$ cat config.mk
export PLATFORM = sky130hd
export DESIGN_NAME = stage_fifo_bus
export DESIGN_NICKNAME = d
export VERILOG_FILES = /design/src/rtl/stage_fifo_bus.sv
export SDC_FILE = /design/constraint.sdc
export NUM_CORES = 1
export LEC_CHECK = 0
export ABC_AREA = 1
export ABC_CLOCK_PERIOD_IN_PS = 2280
export CELL_PAD_IN_SITES_DETAIL_PLACEMENT = 1
export CELL_PAD_IN_SITES_GLOBAL_PLACEMENT = 2
export CORE_UTILIZATION = 28
export CTS_CLUSTER_SIZE = 12
export DETAILED_ROUTE_END_ITERATION = 6
export GPL_ROUTABILITY_DRIVEN = 0
export PLACE_DENSITY = 0.76
export SLEW_MARGIN = 10
export SYNTH_ARGS = -nofsm -noshare
export SYNTH_HDL_FRONTEND = slang
export SYNTH_SLANG_ARGS = --single-unit
$ cat constraint.sdc
create_clock -name clk -period 2.28 [get_ports clk]
set_input_delay 0.342 -clock clk [delete_from_list [all_inputs] [get_ports clk]]
set_output_delay 0.342 -clock clk [all_outputs]
set_load 0.005 [all_outputs]
$ cat src/rtl/stage_fifo_bus.sv
// ---------------------------------------------------------------------------
// stage_fifo_bus
//
// Purpose:
//   Parameterised valid/ready pipeline stage built on a circular buffer.
//   Payloads are written at the write pointer and presented from the read
//   pointer. One push and one pop can complete in the same cycle, so the
//   stage sustains one transfer per clock in steady state.
//
// Parameters:
//   WIDTH  payload width in bits (1..1024), default 32
//   DEPTH  number of entries, power of two (2..64), default 2
//
// Ports:
//   clk      in   single clock, all state updates on the rising edge
//   rst      in   asynchronous active-low reset
//   flush    in   synchronous discard of every stored entry
//   s_valid  in   upstream payload valid
//   s_ready  out  stage can accept a payload this cycle
//   s_data   in   upstream payload [WIDTH-1:0]
//   m_valid  out  head payload valid
//   m_ready  in   downstream accepts the head payload
//   m_data   out  head payload [WIDTH-1:0]
//   count    out  number of stored entries [$clog2(DEPTH):0]
//
// Configuration:
//   STAGE_FIFO_BYPASS_EN  when defined, an empty, non-flushing stage
//                         forwards s_valid/s_data straight to m_valid/m_data
//                         in the same cycle. The payload is only written to
//                         storage if the downstream does not take it. A
//                         bypassed transfer is neither a push nor a pop.
//                         When undefined, no combinational path exists from
//                         s_valid/s_data to any m_* output (1-cycle latency).
// ---------------------------------------------------------------------------
module stage_fifo_bus #(
  parameter int WIDTH = 32,
  parameter int DEPTH = 2
) (
  input  logic                     clk,
  input  logic                     rst,
  input  logic                     flush,
  input  logic                     s_valid,
  output logic                     s_ready,
  input  logic [WIDTH-1:0]         s_data,
  output logic                     m_valid,
  input  logic                     m_ready,
  output logic [WIDTH-1:0]         m_data,
  output logic [$clog2(DEPTH):0]   count
);

  localparam int PTR_W = $clog2(DEPTH);
  localparam int CNT_W = PTR_W + 1;

  localparam logic [CNT_W-1:0] CNT_FULL  = CNT_W'(DEPTH);
  localparam logic [CNT_W-1:0] CNT_EMPTY = {CNT_W{1'b0}};
  localparam logic [CNT_W-1:0] CNT_ONE   = CNT_W'(1);
  localparam logic [PTR_W-1:0] PTR_LAST  = PTR_W'(DEPTH - 1);
  localparam logic [PTR_W-1:0] PTR_ZERO  = {PTR_W{1'b0}};
  localparam logic [PTR_W-1:0] PTR_ONE   = PTR_W'(1);

  // Pointer advance with an explicit wrap from the last entry back to 0.
  function automatic logic [PTR_W-1:0] next_ptr(input logic [PTR_W-1:0] ptr);
    logic [PTR_W-1:0] nxt;
    if (ptr == PTR_LAST) begin
      nxt = PTR_ZERO;
    end else begin
      nxt = ptr + PTR_ONE;
    end
    return nxt;
  endfunction

  // Storage and state
  logic [WIDTH-1:0] mem_r [DEPTH];
  logic [PTR_W-1:0] wr_ptr_r;
  logic [PTR_W-1:0] rd_ptr_r;
  logic [CNT_W-1:0] count_r;

  // Decoded status and handshakes
  logic             empty_s;
  logic             full_s;
  logic             s_ready_s;
  logic             m_valid_s;
  logic [WIDTH-1:0] m_data_s;
  logic             bypass_s;
  logic             push_s;
  logic             pop_s;
  logic [CNT_W-1:0] count_nxt_s;

  // Occupancy decode from the registered count.
  always_comb begin
    empty_s = (count_r == CNT_EMPTY);
    full_s  = (count_r == CNT_FULL);
  end

  // Upstream ready: depends only on state, flush and reset, never on
  // s_valid or m_ready. Gating with rst drops it immediately on reset entry.
  always_comb begin
    s_ready_s = 1'b0;
    if (rst && !full_s && !flush) begin
      s_ready_s = 1'b1;
    end else begin
      s_ready_s = 1'b0;
    end
  end

  // Head presentation, optionally forwarding the upstream payload when the
  // stage is empty. A bypassed beat taken downstream is not written back.
`ifdef STAGE_FIFO_BYPASS_EN
  always_comb begin
    bypass_s = 1'b0;
    m_valid_s = 1'b0;
    m_data_s = mem_r[rd_ptr_r];
    if (empty_s && !flush && rst) begin
      bypass_s  = 1'b1;
      m_valid_s = s_valid;
      m_data_s  = s_data;
    end else begin
      bypass_s  = 1'b0;
      m_valid_s = !empty_s;
      m_data_s  = mem_r[rd_ptr_r];
    end
  end
`else
  always_comb begin
    bypass_s  = 1'b0;
    m_valid_s = !empty_s;
    m_data_s  = mem_r[rd_ptr_r];
  end
`endif

  // Transfer qualification. A pop needs real stored data, so a bypassed
  // beat never counts as a pop; a bypassed beat taken downstream is not a
  // push either. Flush cancels both.
  always_comb begin
    push_s = 1'b0;
    pop_s  = 1'b0;
    if (flush) begin
      push_s = 1'b0;
      pop_s  = 1'b0;
    end else begin
      push_s = s_valid && s_ready_s && !(bypass_s && m_ready);
      pop_s  = !empty_s && m_ready;
    end
  end

  // Next occupancy: a simultaneous push and pop leaves count unchanged.
  always_comb begin
    count_nxt_s = count_r;
    case ({push_s, pop_s})
      2'b10:   count_nxt_s = count_r + CNT_ONE;
      2'b01:   count_nxt_s = count_r - CNT_ONE;
      default: count_nxt_s = count_r;
    endcase
  end

  // Pointer and count registers; flush clears them at the next edge.
  always_ff @(posedge clk or negedge rst) begin
    if (!rst) begin
      wr_ptr_r <= PTR_ZERO;
      rd_ptr_r <= PTR_ZERO;
      count_r  <= CNT_EMPTY;
    end else if (flush) begin
      wr_ptr_r <= PTR_ZERO;
      rd_ptr_r <= PTR_ZERO;
      count_r  <= CNT_EMPTY;
    end else begin
      if (push_s) begin
        wr_ptr_r <= next_ptr(wr_ptr_r);
      end
      if (pop_s) begin
        rd_ptr_r <= next_ptr(rd_ptr_r);
      end
      count_r <= count_nxt_s;
    end
  end

  // Payload storage: only the entry at the write pointer changes, and only
  // on a push. Contents are not reset; count/pointers define validity.
  always_ff @(posedge clk) begin
    if (push_s) begin
      mem_r[wr_ptr_r] <= s_data;
    end
  end

  // Output assignments.
  assign s_ready = s_ready_s;
  assign m_valid = m_valid_s;
  assign m_data  = m_data_s;
  assign count   = count_r;

endmodule

==> results list, run 1 <==
* Setup repair after global routing missed its margin: no
* Cells resized by post-CTS repair: 0
* Count of routing violations after the opening detailed-route iteration: 58
- Synth cell types: 20
- After layout, the worst path uses approximately nine tenths of the clock period.
- First-pass iteration count of the detailed router: 4
- The finished cells cover between 0.003 and 0.004 mm².
- Die width: a little under 100 µm
- Clk pwr share: between 30% and 40%
* Maximum net fanout on the critical path: 5
- Number of vias per cell: around 4.3
* Count leader, synth: sky130_fd_sc_hd__nand2_1
- Total placed instance area: between 0.003 and 0.004 mm²
- The flow ran to the end, and the final reports show no timing, DRC or antenna violations.
- Total detailed-routing wirelength: roughly 5.6 mm
* Compound-cell area share of the yosys netlist: less than 1%
* Number of clock buffers inserted by TritonCTS: 9
* Count of mapped cells out of synthesis: approximately 210
- Average instance area after synthesis: between 10 and 15 µm²
* Cell at the root of the clock tree: sky130_fd_sc_hd__clkbuf_8
* Worst-margin pin slew: approximately 270 ps
* Internal cell power: 2189 µW
* Number of antenna diodes: 0
- Switching power: slightly below 700 µW
- Ys flop type: sky130_fd_sc_hd__edfxtp_1
- At the later pin of the worst-skew pair, clock insertion delay measures 330 ps.
* Fraction of layout instances using a drive strength above 1: roughly an eighth
- In this run the deepest clock path goes through 2 buffers.
- The H-tree generated during clock tree synthesis spans 3 levels.
- Pin count of the biggest net entering global routing: 18
- Number of ports placed on the die boundary: 73
* Combinational share of power: between 10% and 20%
- For this run, the number of Yosys warnings is 0.
- Fraction of synthesized cell area in xor and xnor cells: 0%
* PD cells: between 700 and 800 mW/mm²
- The first global-routing pass estimated 9.052 mm of wire.
- TritonCTS built the clock tree.
* Post-synthesis simple-gate area fraction: ~21%
- Adder-cell share of the synthesized area: 0%
- The clock arrives with approximately 4.7 ps of skew.
- Average detailed-routed wire length per instance: approximately 13 µm
* Starting density of the core: slightly below 30%
* Sequential area share after synthesis: between 70% and 80%
- Cell area after synthesis: approximately 0.0027 mm²
* Max Slew Vio Count: 0
- After floorplanning, the core was divided into 35 placement rows.
- The worst-case IR drop observed on VDD is 0.4305 mV.
- Area occupied by multi-input gates: between 500 and 600 µm²
- Of the total power, the share spent switching nets is around a quarter.
- Port buffering added 72 buffers.
- The core region is 0.009196 mm².
* Share of flip-flops with an asynchronous set or reset: under 10%
- CTS saw between 60 and 70 sinks.
- Of all cell types, the one taking the most synthesized area is sky130_fd_sc_hd__edfxtp_1.
* Largest family of logic cells by synthesized area: simple AND/OR/NAND/NOR gates
- Clock transition at the registers of the reported paths: about 70 ps
- Sum Neg Setup Slack: 0 ps
- Measured against the total synthesized area, the mux share comes to 0%.
- Power share of the sequential group: a little under 50%
- Number of antenna violations at the first check in global routing: 0
- Min cycle time layout: roughly 2000 ps
- Max-cap violations in this run came to 0.
* Vias in the first global route: 1902
* Worst setup path category: input pin to primary output
* Setup ws final: ~230 ps
* Vias post-DR: between 1500 and 2000
- The commonest cells after synthesis are sky130_fd_sc_hd__nand2_1, sky130_fd_sc_hd__edfxtp_1, sky130_fd_sc_hd__nor2_1.
* Number of remaining DRC errors: 0
* Arrival time at the worst endpoint: 1710 ps
- Detailed placer's ending HPWL: around 4 mm
- In this run the vertical extent of the chip is between 90 and 100 µm.
- Crit end category: primary output
- The die covers about 0.0099 mm².
- Reported leakage power: 0.001433 µW
- Highest clock frequency the design can meet: roughly 0.49 GHz
- The number of hold violations in the final report was 0.
* Worst min-delay path category: input pin to async pin
- Number of enable flip-flop cells after synthesis: 64
- Synthesis inferred 68 register bits.
- The count of nets left with antenna violations once routing finished came out at 0.
- By area the synthesized netlist is led by sky130_fd_sc_hd__edfxtp_1, sky130_fd_sc_hd__nand2_1, sky130_fd_sc_hd__dfrtp_1.
- Cts-stage hold buffer count: 0
- Overall routing resource usage: about an eighth
* Worst path required time: 1940 ps
- Number of setup buffers added after CTS: 0
* Setup Slack @ Placement: 165.2 ps
- Across the whole layout, storage elements account for ~0.0020 mm².
- The worst setup path is launched from an input pin.
- Portion of synthesized cell area occupied by the leading cell type: between 70% and 80%
* Number of filler cells placed in the layout: roughly 1000
* Final setup violation count: 0
- Net count, final: approximately 340
- Headroom to the max-slew limit came out at 82.22%.
- For this run the aggregate overflow at the end of global routing stands at 0.
- The number of nets handed over by synthesis was 250.
- The area growth from synthesis to layout is 42.78%.
## area by class of cell
class,count,share of cell area (%)
multi-input combinational,130,15.06
tap,111,3.667
clock buffer,9,3.271
timing repair buffer,82,22.00
clock inverter,7,1.784
inverter,7,0.8259
sequential,68,53.39
## power by group through the flow
stage / registers (µW) / logic [µW] / clock network (µW)
floorplan: 1460 / 199 / 0
global placement: 1460 / 527 / 0
detailed placement: 1460 / 531 / 0
CTS: 1430 / 535 / 963
global route: 1440 / 576 / 1010
finish: 1430 / 518 / 932
## cells by family (layout without fill, tap and decap cells)
family / Yosys count / after routing
AO/OA/AOI/OAI: 2 / 2
flip-flops: 68 / 68
AND/OR/NAND/NOR: 128 / 128
buffers and inverters: 15 / 105
## sequential cells by signal, summed over array words and instances (netlist names)
register,flops
mem_r,64
rd_ptr_r,1
wr_ptr_r,1
count,2
## routing by layer
metal / up-vias / global-route usage, % / wire [µm]
met1: 842 / 13.82 / 2269
met4: 0 / 6.448 / 97
met2: 49 / 21.79 / 2893
li1: 883 / - / -
met5: - / 0 / 0
met3: 10 / 3.584 / 304
## per-stage QoR
step	instances	utilization, %	hold slack [ps]	power [µW]
after floorplan	213	-	46.41	1656
after global placement	398	39.10	583.9	1988
after detailed placement	398	39.10	592.7	1993
after CTS	414	41.18	338.7	2932
after global routing	414	41.18	388.7	3022
final	414	41.18	356.9	2885
## final timing paths
path | end | cells past startpoint | slack, ps | from
worst max register to register | mem_r[1][21] | 5 | 790 | count[0]
worst min-delay path | rd_ptr_r | 2 | 360 | rst
worst max-delay path | s_ready | 5 | 230 | flush
min in group clk | mem_r[0][10] | 1 | 590 | s_data[10]
max in group asynchronous | count[0] | 2 | 1820 | rst
worst min register to register | wr_ptr_r | 1 | 600 | wr_ptr_r
## critical path: stages
cell	delay, ps
sky130_fd_sc_hd__clkdlybuf4s50_1	530
sky130_fd_sc_hd__clkinv_4	120
sky130_fd_sc_hd__nand2_2	70
sky130_fd_sc_hd__nor2_4	130
sky130_fd_sc_hd__clkdlybuf4s50_1	510
## cells in the final DEF, fill, tap and decap left out, drive strengths merged, types with 2 or more instances in the layout
master	instances
nand2	104
clkdlybuf4s50	72
clkbuf	9
clkinv	5
nor3	3
dfrtp	4
edfxtp	64
clkinvlp	2
nand3	9
nor2	11
buf	10
inv	6
No activity file was read; power rests on OpenSTA's default activity.
==> run 2, diff against run 1 <==
- CTS_CLUSTER_DIAMETER: unset -> 80
==> results of run 2 <==
The final DEF is identical to that of run 1; final timing and power are the same.
==> run 3, diff against run 2 <==
- CTS_BUF_LIST: unset -> sky130_fd_sc_hd__clkbuf_8 sky130_fd_sc_hd__clkbuf_16
- SLEW_MARGIN: 10 -> unset
==> results of run 3 <==
The final DEF is identical to that of run 1; final timing and power are the same.
